## src/rtl/pkt_tx.sv

```systemverilog
// pkt_tx: packet transmitter that writes framed packets into the priority fifo.
// A command (length, priority) is accepted in IDLE. The block waits for fifo
// ready, emits a header word with wr_sop, then streams the payload words from
// the source with wr_eop on the last one. A fixed idle gap follows every packet.
module pkt_tx #(
    parameter int  data_width      = 16,
    parameter int  num_of_priority = 8,
    parameter int  max_len         = 32,
    parameter int  gap_cycles      = 2,
    localparam int PRI_W = (num_of_priority > 1) ? $clog2(num_of_priority) : 1,
    localparam int LEN_W = (max_len > 1) ? $clog2(max_len) : 1
) (
    input  logic                  clk,
    input  logic                  rst,
    input  logic                  cmd_vld,
    output logic                  cmd_rdy,
    input  logic [LEN_W-1:0]      cmd_len,
    input  logic [PRI_W-1:0]      cmd_pri,
    input  logic                  src_vld,
    output logic                  src_rdy,
    input  logic [data_width-1:0] src_data,
    input  logic                  ready,
    input  logic                  overflow,
    output logic                  wr_sop,
    output logic                  wr_eop,
    output logic                  wr_vld,
    output logic [data_width-1:0] wr_data,
    output logic                  busy,
    output logic                  err_ovf,
    output logic [15:0]           pkt_cnt
);

    localparam int GAP_W = (gap_cycles > 1) ? $clog2(gap_cycles) : 1;
    localparam logic [GAP_W-1:0] GAP_LAST = GAP_W'((gap_cycles > 0) ? gap_cycles - 1 : 0);

    typedef enum logic [2:0] {
        IDLE,
        WAIT_RDY,
        SOP,
        DATA,
        GAP
    } state_t;

    state_t                state, state_nxt;
    logic [LEN_W-1:0]      len_q, len_nxt;
    logic [PRI_W-1:0]      pri_q, pri_nxt;
    logic [LEN_W-1:0]      rem_q, rem_nxt;
    logic [GAP_W-1:0]      gap_q, gap_nxt;
    logic                  sop_nxt, eop_nxt, vld_nxt;
    logic [data_width-1:0] data_nxt;
    logic [data_width-1:0] header;
    logic                  err_ovf_nxt;
    logic [15:0]           pkt_cnt_nxt;

    // Handshake and status flags come straight from the state register.
    assign cmd_rdy = (state == IDLE);
    assign src_rdy = (state == DATA);
    assign busy    = (state != IDLE);

    // Header word: priority in the top bits, encoded length (words - 1) in the low bits.
    always_comb begin
        header                        = '0;
        header[data_width-1 -: PRI_W] = pri_q;
        header[LEN_W-1:0]             = len_q;
    end

    // Next-state and next-output logic for the framing FSM.
    always_comb begin
        // NOTE: every signal gets a default before the case so no path leaves one unassigned (no latches).
        state_nxt   = state;
        len_nxt     = len_q;
        pri_nxt     = pri_q;
        rem_nxt     = rem_q;
        gap_nxt     = gap_q;
        sop_nxt     = 1'b0;
        eop_nxt     = 1'b0;
        vld_nxt     = 1'b0;
        data_nxt    = wr_data;
        pkt_cnt_nxt = pkt_cnt;
        err_ovf_nxt = err_ovf | (overflow & (state != IDLE));

        case (state)
            IDLE: begin
                if (cmd_vld) begin
                    len_nxt   = cmd_len;
                    pri_nxt   = cmd_pri;
                    rem_nxt   = cmd_len;
                    state_nxt = WAIT_RDY;
                end
            end
            WAIT_RDY: begin
                // ready only gates the start of a packet; it is ignored once framing begins.
                if (ready) begin
                    sop_nxt   = 1'b1;
                    data_nxt  = header;
                    state_nxt = SOP;
                end
            end
            SOP: begin
                state_nxt = DATA;
            end
            DATA: begin
                if (src_vld) begin
                    vld_nxt  = 1'b1;
                    data_nxt = src_data;
                    if (rem_q == '0) begin
                        eop_nxt     = 1'b1;
                        pkt_cnt_nxt = pkt_cnt + 16'd1;
                        gap_nxt     = '0;
                        state_nxt   = (gap_cycles == 0) ? IDLE : GAP;
                    end else begin
                        rem_nxt = rem_q - LEN_W'(1);
                    end
                end
            end
            GAP: begin
                if (gap_q == GAP_LAST) begin
                    state_nxt = IDLE;
                end else begin
                    gap_nxt = gap_q + GAP_W'(1);
                end
            end
            default: begin
                state_nxt = IDLE;
            end
        endcase
    end

    // State, packet context and registered write-port outputs.
    always_ff @(posedge clk or posedge rst) begin
        if (rst) begin
            state   <= IDLE;
            len_q   <= '0;
            pri_q   <= '0;
            rem_q   <= '0;
            gap_q   <= '0;
            wr_sop  <= 1'b0;
            wr_eop  <= 1'b0;
            wr_vld  <= 1'b0;
            wr_data <= '0;
            err_ovf <= 1'b0;
            pkt_cnt <= '0;
        end else begin
            // NOTE: non-blocking assignments so every register updates from pre-edge values.
            state   <= state_nxt;
            len_q   <= len_nxt;
            pri_q   <= pri_nxt;
            rem_q   <= rem_nxt;
            gap_q   <= gap_nxt;
            wr_sop  <= sop_nxt;
            wr_eop  <= eop_nxt;
            wr_vld  <= vld_nxt;
            wr_data <= data_nxt;
            err_ovf <= err_ovf_nxt;
            pkt_cnt <= pkt_cnt_nxt;
        end
    end

endmodule

```

## config.mk

```make
export PLATFORM = sky130hd
export DESIGN_NAME = pkt_tx
export DESIGN_NICKNAME = d
export VERILOG_FILES = /design/src/rtl/pkt_tx.sv
export SDC_FILE = /design/constraint.sdc
export NUM_CORES = 1
export LEC_CHECK = 0
export CORE_MARGIN = 1.5
export CORE_UTILIZATION = 45
export DETAILED_ROUTE_END_ITERATION = 7
export PLACE_DENSITY = 0.73
export SLEW_MARGIN = 20
export SYNTH_ARGS = -nofsm -noshare
export SYNTH_HDL_FRONTEND = slang
export SYNTH_SLANG_ARGS = --single-unit
```

## constraint.sdc

```tcl
create_clock -name clk -period 3.5 [get_ports clk]
set_clock_uncertainty 0.15 [all_clocks]
set_input_delay 1.05 -clock clk [delete_from_list [all_inputs] [get_ports clk]]
set_output_delay 1.05 -clock clk [all_outputs]
set_load 0.01 [all_outputs]
```

[Word-level counts from Yosys, hierarchy flattened]
Cells that the tools add are included.
W data, S select, Z words.
Operators by class
  add/sub/neg operators: 3
  reductions and logical operators: 12
  bitwise operators: 2
  equal/unequal tests: 10
  multiplexer cells: 24
Operators by type and width (number)
  $mux W16: 2
  $pmux W16 S2: 1
  $add A16 B1 Y16 const B: 1
  $mux W3: 5
  $mux W5: 3
  $pmux W3 S5: 1
  $mux W1: 10
  $ne A2 B2 Y1 const B: 5
  $pmux W5 S2: 1
  $reduce_and A3 Y1: 3
  $eq A3 B2 Y1 const B: 2
  $reduce_bool A2 Y1: 3
  $logic_not A5 Y1: 1
  $reduce_and A5 Y1: 1
  $sub A5 B1 Y5 const B: 1
  $reduce_and A4 Y1: 1
  $eq A3 B1 Y1 const B: 1
  $eq A3 B3 Y1 const B: 1
  $logic_not A3 Y1: 1
  $reduce_bool A3 Y1: 1
  $ne A2 B1 Y1 const B: 1
  $pmux W1 S2: 1
  $reduce_and A2 Y1: 1
  $add A1 B1 Y1 const B: 1
  2 further kinds: 2
Word-level totals
  register bits after elaboration: 53
  output and inout port bits: 39
  logic and storage cells: 62
  input bits: 30

[Logic depth before layout (Yosys ltp)]
Gate-level depths: netlist of run 1.
  depth in word-level cells: 4
  mapped depth: 7
  mapped depth without buffers: 6

[Worst setup path after synthesis of run 1]
OpenSTA, ideal clock, no wires.
  kind: reg2out
  from: reg state[0]
  to: out cmd_rdy
  cell stages (with the launch flop): 4
  buffers on the path: 1
  data required time: 2300 ps
  setup slack: 1252 ps
  data arrival time: 1048 ps
  path through: dfrtp_1 buf_6 or3_1 inv_1
Between the ends
  longest elaborated chain between the ends: 1
RTL lines
  from (decl): RTL line 44  | state_t state, state_nxt;
  from (signal assigned): RTL line 145  | state <= state_nxt;
  $logic_not A3 Y1: RTL line 56  | assign cmd_rdy = (state == IDLE);
  to (decl): RTL line 16  | output logic cmd_rdy,
Every way passes these cells.

[Worst setup path in the final report of run 1]
  from: reg state[1]
  to: out cmd_rdy
The elaborated chain is that of the path after synthesis.

==> flow_summary.toml, run 1 <==
[global_routing]
grt_start_max_net_pins = 30
grt_usage_pct = 17.78
grt_antenna_before_repair = 0
grt_pass1_vias = 1626
grt_pass1_wl_um = 7479
overflow = 0

[sta]
setup_tns_ns = 0
fin_crit_ns = 3.026
min_period_over_period_pct = 86.47
tightest_slew_ns = 0.6312
rsz0062_at_grt = "false"
finalSetupViolCount = 0
fmax_mhz = 330.4
finalHoldViolations = 0
relSlewSlack_pct = 57.86
drv_slew = 0

[placement]
dpl-instance-area_mm2 = 0.003098
io_buffers = 68
gp_congestion = 0.7751
dp_hpwl_um = 3486

[power_and_ir_drop]
swShare_pct = 33.82
p_sw_mw = 0.7687
peakVddDrop_uv = 415.0
powerDensity_mw_per_mm2 = 711.5
p_int_mw = 1.504
power.leakage_nw = 1.440
p_seq_share_pct = 42.2
p_comb_share_pct = 42.1
p_clk_share_pct = 15.7

[clock_network]
clk_latency_ns = 0.30
cts_hold_buf = 0
root_buffer = "clkbuf_8"
cts_tree = "done"
clock_sinks = 53
cts_made_buffers = 5
clock_path_buffers = 2
htree_num_levels = 2
cts_resized = 0
cts_setup_buffers = 0
clk_pin_slew_worst_paths_ns = 0.09

[detailed_routing]
drt_iter0_markers = 53
wl_met1_um = 2122
detail_route.vias_per_cell = 4.923
dr_wl_met3_um = 183
drt-wirelength-per-cell_um = 13.92
final_antenna_net_count = 0
top_layer = "met4"
met2_length_um = 2296
vias = 1659
drc = 0
drtPass1Iterations = 4
wl_um = 4690

[hold_path]
hold_class = "reg -> reg"

[setup_path]
crit_path_end_kind = "primary output"
crit_fanout = 10
path_buf_inv = 2
max_stage_delay_ns = 0.53
cp-start-kind = "flip-flop"
crit_required_ns = 2.30
path_delay_family = "buffers and inverters"
worstSetupPathType = "reg -> out"
cp_slowest_cell = "clkdlybuf4s50_1"
crit_arrival_ns = 1.83
path_cells = "or3_1 -> inv_1 -> clkdlybuf4s50_1"
r2r_slack_ns = 1.41

[synthesis]
syn-num-nets = 228
yosys_warnings = 0
synth_top_family_by_area = "simple AND/OR/NAND/NOR gates"
syn-cell-area_mm2 = 0.002355
synthCells = 196
synth_xor_area_share_pct = 5.898
async_flop_share_pct = 100.0
synth_seq_cells = 53
yosys.area_share.simple_pct = 14.19
yosys_most_used_dff = "dfrtp_1"
synth_compound_area_share_pct = 9.936
avgSynthCellArea_um2 = 12.01
muxShareOfSynthArea_pct = 8.130
synth.distinct_cells = 38
synthAdderAreaFrac_pct = 1.063
synth_edf_count = 0
seq_area_frac_synth_pct = 56.32

[layout]
area_growth_pct = 35.65
final_area_mm2 = 0.003194
diodes = 0
drive_gt1_share_pct = 11.61
layout.nets = 298

[die]
die_width_um = 75.34
start_util_pct = 46.40
core-area_mm2 = 0.005075
ios = 69
dieArea_mm2 = 0.005676
die_h_um = 75.34
row_count = 26

[job]
cap_violations = 0

[status]
outcome = "finished, final reports clean"
-- per-layer routing --
metal	GRT usage, %	up-vias
met4	7.738	0
li1	-	820
met3	2.778	7
met1	22.86	792
met2	29.92	40
met5	0	-
-- power by group through the flow --
stage / registers [mW] / logic [mW] / clock network (mW)
after floorplan: 0.979 / 0.566 / 0
after global routing: 0.987 / 1.05 / 0.384
after global placement: 0.965 / 0.944 / 0
after CTS: 0.961 / 0.970 / 0.366
after detailed placement: 0.972 / 0.967 / 0
final: 0.958 / 0.957 / 0.358
-- cells in the final DEF (no fill, tap or decap), types with 2 or more instances in the layout --
cell type / n
or3_1: 2
nand2_1: 23
a21oi_1: 2
nor2_1: 3
o21ai_0: 14
inv_1: 9
nor3_1: 2
mux2i_1: 9
nand3_1: 11
nand2b_1: 2
buf_4: 3
xnor2_1: 13
ha_1: 2
and3_1: 4
mux2_4: 6
a22o_1: 10
dfrtp_1: 53
o21ai_2: 2
and4_1: 2
clkdlybuf4s50_1: 68
clkbuf_8: 6
-- registers in the layout, indices dropped and copies added (netlist names) --
name	cells
pri_q	3
len_q	5
state	3
err_ovf	1
wr_vld	1
rem_q	5
wr_eop	1
pkt_cnt	16
wr_data	16
wr_sop	1
gap_q	1
-- final timing paths --
check	cells past startpoint	start	endpoint
min in group asynchronous	2	rst	pkt_cnt[10]$_DFFE_PP0P_
hold / removal	1	err_ovf$_DFF_PP0_	err_ovf$_DFF_PP0_
setup / recovery	3	state[1]$_DFFE_PP0P_	cmd_rdy
setup reg to reg	6	rem_q[0]$_DFFE_PP0P_	pkt_cnt[14]$_DFFE_PP0P_
hold reg to reg	1	err_ovf$_DFF_PP0_	err_ovf$_DFF_PP0_
max in group asynchronous	3	rst	wr_data[7]$_DFFE_PP0P_
-- worst register-to-register path, stage by stage, from the launching register on --
cell,delay [ns]
dfrtp_1,0.40
inv_1,0.08
ha_1,0.22
nor4b_4,0.43
and3_1,0.42
nand4_1,0.16
xnor2_1,0.15
-- cell families after synthesis --
group,count (synthesis)
AO/OA/AOI/OAI,33
AND/OR/NAND/NOR,58
flip-flops,53
multiplexers,16
XOR/XNOR,15
adder cells (fa/ha/maj),2
buffers and inverters,19
-- synthesized netlist by cell type, types with 2 or more instances --
cell      count  area [um2]
or3_1         2       12.51
mux2_4        6       90.09
mux2i_1       9       90.09
nor3_1        2       10.01
nor2_1        3       11.26
nand2_1      23       86.33
inv_1        10       37.54
o21ai_2       2       17.52
nand2b_1      2       12.51
a21oi_1       2       10.01
and4_1        2       17.52
and3_1        4       25.02
buf_2         3       15.01
buf_4         4       30.03
nand3_1      11       55.05
xnor2_1      13       113.9
buf_6         2       22.52
ha_1          2       25.02
dfrtp_1      53        1326
a22o_1       10       87.58
o21ai_0      14       70.07
-- stage by stage --
step	power (mW)	util, %	std cells	setup slack (ns)	hold WS, ns
after detailed placement	1.939	61.05	329	0.5798	0.2939
after global placement	1.909	61.05	329	0.6220	0.2941
after global routing	2.422	62.94	337	0.4048	0.3500
after CTS	2.297	62.94	337	0.4594	0.3261
final	2.273	62.94	337	0.4737	0.3266
after floorplan	1.545	-	196	1.014	0.2850
-- cell type report --
class                      count  area (um2)
tap                           70       87.58
inverter                      10       37.54
timing repair buffer          72       723.2
fill                         445        1881
clock buffer                   6       82.58
sequential                    53        1326
multi-input combinational    124       923.4
clock inverter                 2       13.76
Note: power is estimated with default switching activity, not from simulation.
==> inputs of run 2 (changes only) <==
--- a/config.mk
+++ b/config.mk
@@ -5,7 +5,6 @@
 export SDC_FILE = /design/constraint.sdc
 export NUM_CORES = 1
 export LEC_CHECK = 0
-export CORE_MARGIN = 1.5
 export CORE_UTILIZATION = 45
 export DETAILED_ROUTE_END_ITERATION = 7
 export PLACE_DENSITY = 0.73
==> run 2 against run 1 <==
  * Clock power grew 15%
  * Critical endpoint unchanged
  * Via count rose by 2.0%
  * Final area grew 0.59%
  * Die area down 2.6%
  * Global-route usage rose by 0.95 points
  * Non-clock buffer count up 1
  * Highest routed layer unchanged
  * Wire length increased by 0.92%
  * Largest cell class unchanged
  * Total power is 2.8% higher
  * Register-to-register slack got worse by 0.03 ns
  * Combinational power increased by 1%
  * Worst hold slack got worse by 0.014 ns
  * Critical path depth is the same
==> flow_summary.toml, run 2 (synthesis results as in run 1) <==
[setup_path]
r2r_cells = 6
crit-reg2reg-launch = "rem_q[0]$_DFFE_PP0P_"
cp-startpoint = "state[0]$_DFFE_PP0P_"
crit_arrival_ns = 1.84
path_cells = "or3_1 -> inv_1 -> clkdlybuf4s50_1"
cp-endpoint = "cmd_rdy"
reg2reg_to = "pkt_cnt[5]$_DFFE_PP0P_"
r2r_slack_ns = 1.38
worstSetupPathType = "reg -> out"
crit_required_ns = 2.30
cp_slowest_cell = "clkdlybuf4s50_1"
max_stage_delay_ns = 0.53
crit_path_end_kind = "primary output"
crit_fanout = 9
cp-start-kind = "flip-flop"

[placement]
io_buffers = 68
gp_congestion = 0.7800
dpl-instance-area_mm2 = 0.003102
place_ws_ns = 0.5685
dp_hpwl_um = 3381

[status]
outcome = "finished, final reports clean"

[detailed_routing]
drc = 0
detail_route.vias_per_cell = 5.054
wl_um = 4733
final_antenna_net_count = 0
vias = 1693
drt_iter0_markers = 112
drt-wirelength-per-cell_um = 14.13
drtPass1Iterations = 4

[sta]
setup_slack_ns = 0.4564
min_period_over_period_pct = 86.96
fin_crit_ns = 3.044
finalHoldViolations = 0
finalSetupViolCount = 0
relSlewSlack_pct = 65.63
tightest_slew_ns = 0.5128
rsz0062_at_grt = "false"
fmax_mhz = 328.6
setup_tns_ns = 0
drv_slew = 0

[clock_network]
cts_setup_buffers = 0
cts_tree = "done"
htree_num_levels = 2
clock_path_buffers = 2
clk_latency_ns = 0.30
cts_made_buffers = 5
cts_resized = 0
clock_sinks = 53
root_buffer = "clkbuf_8"
clk_pin_slew_worst_paths_ns = 0.09
cts_hold_buf = 0

[die]
die_h_um = 74.34
row_count = 25
core-area_mm2 = 0.004880
die_width_um = 74.34
start_util_pct = 48.26
ios = 69
dieArea_mm2 = 0.005526

[layout]
fill_cells = 402
final_area_mm2 = 0.003213
layout.nets = 299
reg_top3 = "pkt_cnt: 16 flops, wr_data: 16 flops"
multiInputGateArea_um2 = 923.4
fin_util_pct = 65.85
final_common_cell = "clkdlybuf4s50_1"
layout_common_cells = "clkdlybuf4s50_1 (68), dfrtp_1 (53), nand2_1 (23)"
area_growth_pct = 36.45
diodes = 0
drive_gt1_share_pct = 11.57
seq_area_mm2 = 0.001326

[power_and_ir_drop]
p_total_mw = 2.337
power.leakage_nw = 1.449
powerDensity_mw_per_mm2 = 727.4
peakVddDrop_uv = 430.0

[global_routing]
overflow = 0
grt_pass1_vias = 1630
grt_pass1_wl_um = 7728
grt_usage_pct = 18.73
grt_start_max_net_pins = 54
grt_antenna_before_repair = 0

[hold_path]
hold_class = "reg -> reg"
min_from = "err_ovf$_DFF_PP0_"

[job]
cap_violations = 0
-- run 2: power breakdown --
part	total [mW]	internal (mW)	switching (mW)	leakage, nW
combinational	0.968	0.539	0.429	0.720
sequential	0.958	0.813	0.146	0.674
clock	0.411	0.215	0.196	0.0554
total	2.34	1.57	0.771	1.45
-- run 2: area by class of cell --
type,count,share of cell area (%)
multi-input combinational,124,28.74
clock inverter,2,1.207
tap,67,2.609
inverter,10,1.168
sequential,53,41.28
clock buffer,6,2.259
timing repair buffer,73,22.74
-- run 2: metal layers --
layer	vias to the layer above	global-route usage, %	wire (um)
met4	0	7.547	71
met3	6	3.252	199
met2	48	29.39	2211
met1	814	26.02	2251
li1	825	-	-
met5	-	0	0
-- run 2: worst min-delay path by stage --
stage | depth (start not counted) | to | slack (ns)
floorplan | 1 | state[2]$_DFFE_PP0P_ | 0.29
global placement | 1 | err_ovf$_DFF_PP0_ | 0.29
detailed placement | 1 | err_ovf$_DFF_PP0_ | 0.29
CTS | 1 | err_ovf$_DFF_PP0_ | 0.32
global route | 1 | state[2]$_DFFE_PP0P_ | 0.34
finish | 1 | err_ovf$_DFF_PP0_ | 0.31
-- run 2: critical path, delay by kind of cell (launching register included) --
| family | cells | cell delay, ns |
|---|---|---|
| and+or+nand+nor | 1 | 0.44 |
| buffers and inverters | 2 | 0.63 |
| DFF | 1 | 0.47 |
-- run 2: per-stage QoR --
step,hold slack [ns],std cells
global placement,0.2904,327
CTS,0.3151,335
floorplan,0.2850,196
detailed placement,0.2940,327
global route,0.3429,335
finish,0.3123,335
==> inputs of run 3 (changes only) <==
--- a/config.mk
+++ b/config.mk
@@ -5,9 +5,9 @@
 export SDC_FILE = /design/constraint.sdc
 export NUM_CORES = 1
 export LEC_CHECK = 0
-export CORE_UTILIZATION = 45
+export CORE_UTILIZATION = 50
 export DETAILED_ROUTE_END_ITERATION = 7
-export PLACE_DENSITY = 0.73
+export PLACE_DENSITY = 0.8
 export SLEW_MARGIN = 20
 export SYNTH_ARGS = -nofsm -noshare
 export SYNTH_HDL_FRONTEND = slang
==> run 3 against run 2 <==
  * Final cell count decreased by 4.5%
  * The flow now finishes with violations (DRC)
  * Sequential share of layout area increased by 0.77 points
  * Die area decreased by 9.7%
  * Largest cell class unchanged
  * Via count increased by 0.41%
  * Core utilization increased by 5.1 points
  * Critical path type unchanged
  * Register-to-register slack got worse by 0.03 ns
  * Maximum frequency increased by 0.27%
  * Critical endpoint unchanged
==> flow_summary.toml, run 3 (synthesis results as in run 1) <==
[die]
die_width_um = 70.63
start_util_pct = 52.98
row_count = 24
ios = 69
dieArea_mm2 = 0.004988
die_h_um = 70.63
core-area_mm2 = 0.004444

[setup_path]
path_buf_inv = 2
max_stage_delay_ns = 0.53
crit_required_ns = 2.30
cp-start-kind = "flip-flop"
crit_fanout = 10
path_delay_family = "buffers and inverters"
worstSetupPathType = "reg -> out"
crit_path_end_kind = "primary output"
cp_slowest_cell = "clkdlybuf4s50_1"
crit_arrival_ns = 1.84
path_cells = "or3_1 -> inv_1 -> clkdlybuf4s50_1"

[layout]
reg_top3 = "pkt_cnt: 16 flops, wr_data: 16 flops"
diodes = 0
fin_util_pct = 70.97
layout_common_cells = "clkdlybuf4s50_1 (68), dfrtp_1 (53), nand2_1 (23)"
drive_gt1_share_pct = 11.19
final_common_cell = "clkdlybuf4s50_1"
final_area_mm2 = 0.003154
area_growth_pct = 33.95
layout.nets = 299

[detailed_routing]
wl_um = 4987
detail_route.vias_per_cell = 5.313
final_antenna_net_count = 0
drt_iter0_markers = 67
drtPass1Iterations = 6
drt-wirelength-per-cell_um = 15.58
drc = 12
vias = 1700

[placement]
dp_hpwl_um = 3744
io_buffers = 68
gp_congestion = 0.8100
dpl-instance-area_mm2 = 0.003070

[clock_network]
clk_latency_ns = 0.31
cts_setup_buffers = 0
clk_pin_slew_worst_paths_ns = 0.09
cts_tree = "done"
root_buffer = "clkbuf_8"
clock_path_buffers = 2
cts_made_buffers = 5
htree_num_levels = 2
cts_hold_buf = 0
clock_sinks = 53
cts_resized = 0

[sta]
rsz0062_at_grt = "false"
fin_crit_ns = 3.035
finalHoldViolations = 0
fmax_mhz = 329.4
min_period_over_period_pct = 86.73
setup_tns_ns = 0
drv_slew = 0
tightest_slew_ns = 0.4747
relSlewSlack_pct = 68.18
finalSetupViolCount = 0

[power_and_ir_drop]
p_total_mw = 2.264
power.leakage_nw = 1.428
peakVddDrop_uv = 435.9
powerDensity_mw_per_mm2 = 717.9

[global_routing]
grt_pass1_vias = 1692
grt_pass1_wl_um = 8335
overflow = 0
grt_antenna_before_repair = 0
grt_usage_pct = 21.92
grt_start_max_net_pins = 25

[status]
failed_checks = "DRC"
outcome = "finished with violations"

[job]
cap_violations = 0

[hold_path]
hold_class = "reg -> reg"
==> run 3: changes by cell type in the layout (fill, tap and decap cells not counted) <==
cell,change
buf_4,+1
bufinv_16,-1
clkbuf_1,+1
clkinv_4,-1
clkinvlp_4,+1
buf_12,-1
==> run 3: worst paths after layout <==
check | slack, ns | depth (start not counted) | endpoint | startpoint
setup / recovery | 0.46 | 3 | cmd_rdy | state[1]$_DFFE_PP0P_
hold / removal | 0.32 | 1 | err_ovf$_DFF_PP0_ | err_ovf$_DFF_PP0_
setup reg to reg | 1.35 | 6 | pkt_cnt[14]$_DFFE_PP0P_ | rem_q[0]$_DFFE_PP0P_
hold reg to reg | 0.32 | 1 | err_ovf$_DFF_PP0_ | err_ovf$_DFF_PP0_
max in group asynchronous | 1.77 | 3 | rem_q[2]$_DFFE_PP0P_ | rst
min in group asynchronous | 0.84 | 2 | pkt_cnt[1]$_DFFE_PP0P_ | rst
==> run 3: cell type report <==
class / count / area, um2
flip-flops and latches: 53 / 1326
fillers: 337 / 1290
multi-input cells: 124 / 923.4
repair buffers: 73 / 718.2
clock buffers: 7 / 76.32
well taps: 52 / 65.06
inverters: 10 / 37.54
clock inverters: 1 / 7.507
==> run 3: layer usage <==
metal / global-route usage [%] / vias up / part of all wire (%) / routed length (um)
met1: 28.27 / 823 / 44 / 2171
met2: 37.32 / 44 / 51 / 2548
li1: - / 829 / - / -
met4: 6.667 / 0 / 0.92 / 46
met3: 4.986 / 4 / 4.4 / 220
met5: 0 / - / 0 / 0
==> run 3: power breakdown <==
group / internal (mW) / leakage (nW) / switching (mW)
sequential: 0.813 / 0.674 / 0.148
clock: 0.142 / 0.0385 / 0.196
combinational: 0.530 / 0.716 / 0.435
total: 1.49 / 1.43 / 0.779
==> run 3: worst reg2reg max path, stage by stage, from the launching register on <==
cell,delay (ns)
dfrtp_1,0.42
inv_1,0.09
ha_1,0.21
nor4b_4,0.41
and3_1,0.43
nand4_1,0.18
xnor2_1,0.17
==> run 3: metrics by stage <==
stage	hold WS, ns	worst slack [ns]	instances
6_report	0.3154	0.4646	320
5_1_grt	0.3262	0.3911	320
4_1_cts	0.3177	0.4502	320
3_5_place_dp	0.2976	0.5409	312
3_3_place_gp	0.2914	0.6295	312
2_1_floorplan	0.2850	1.014	196
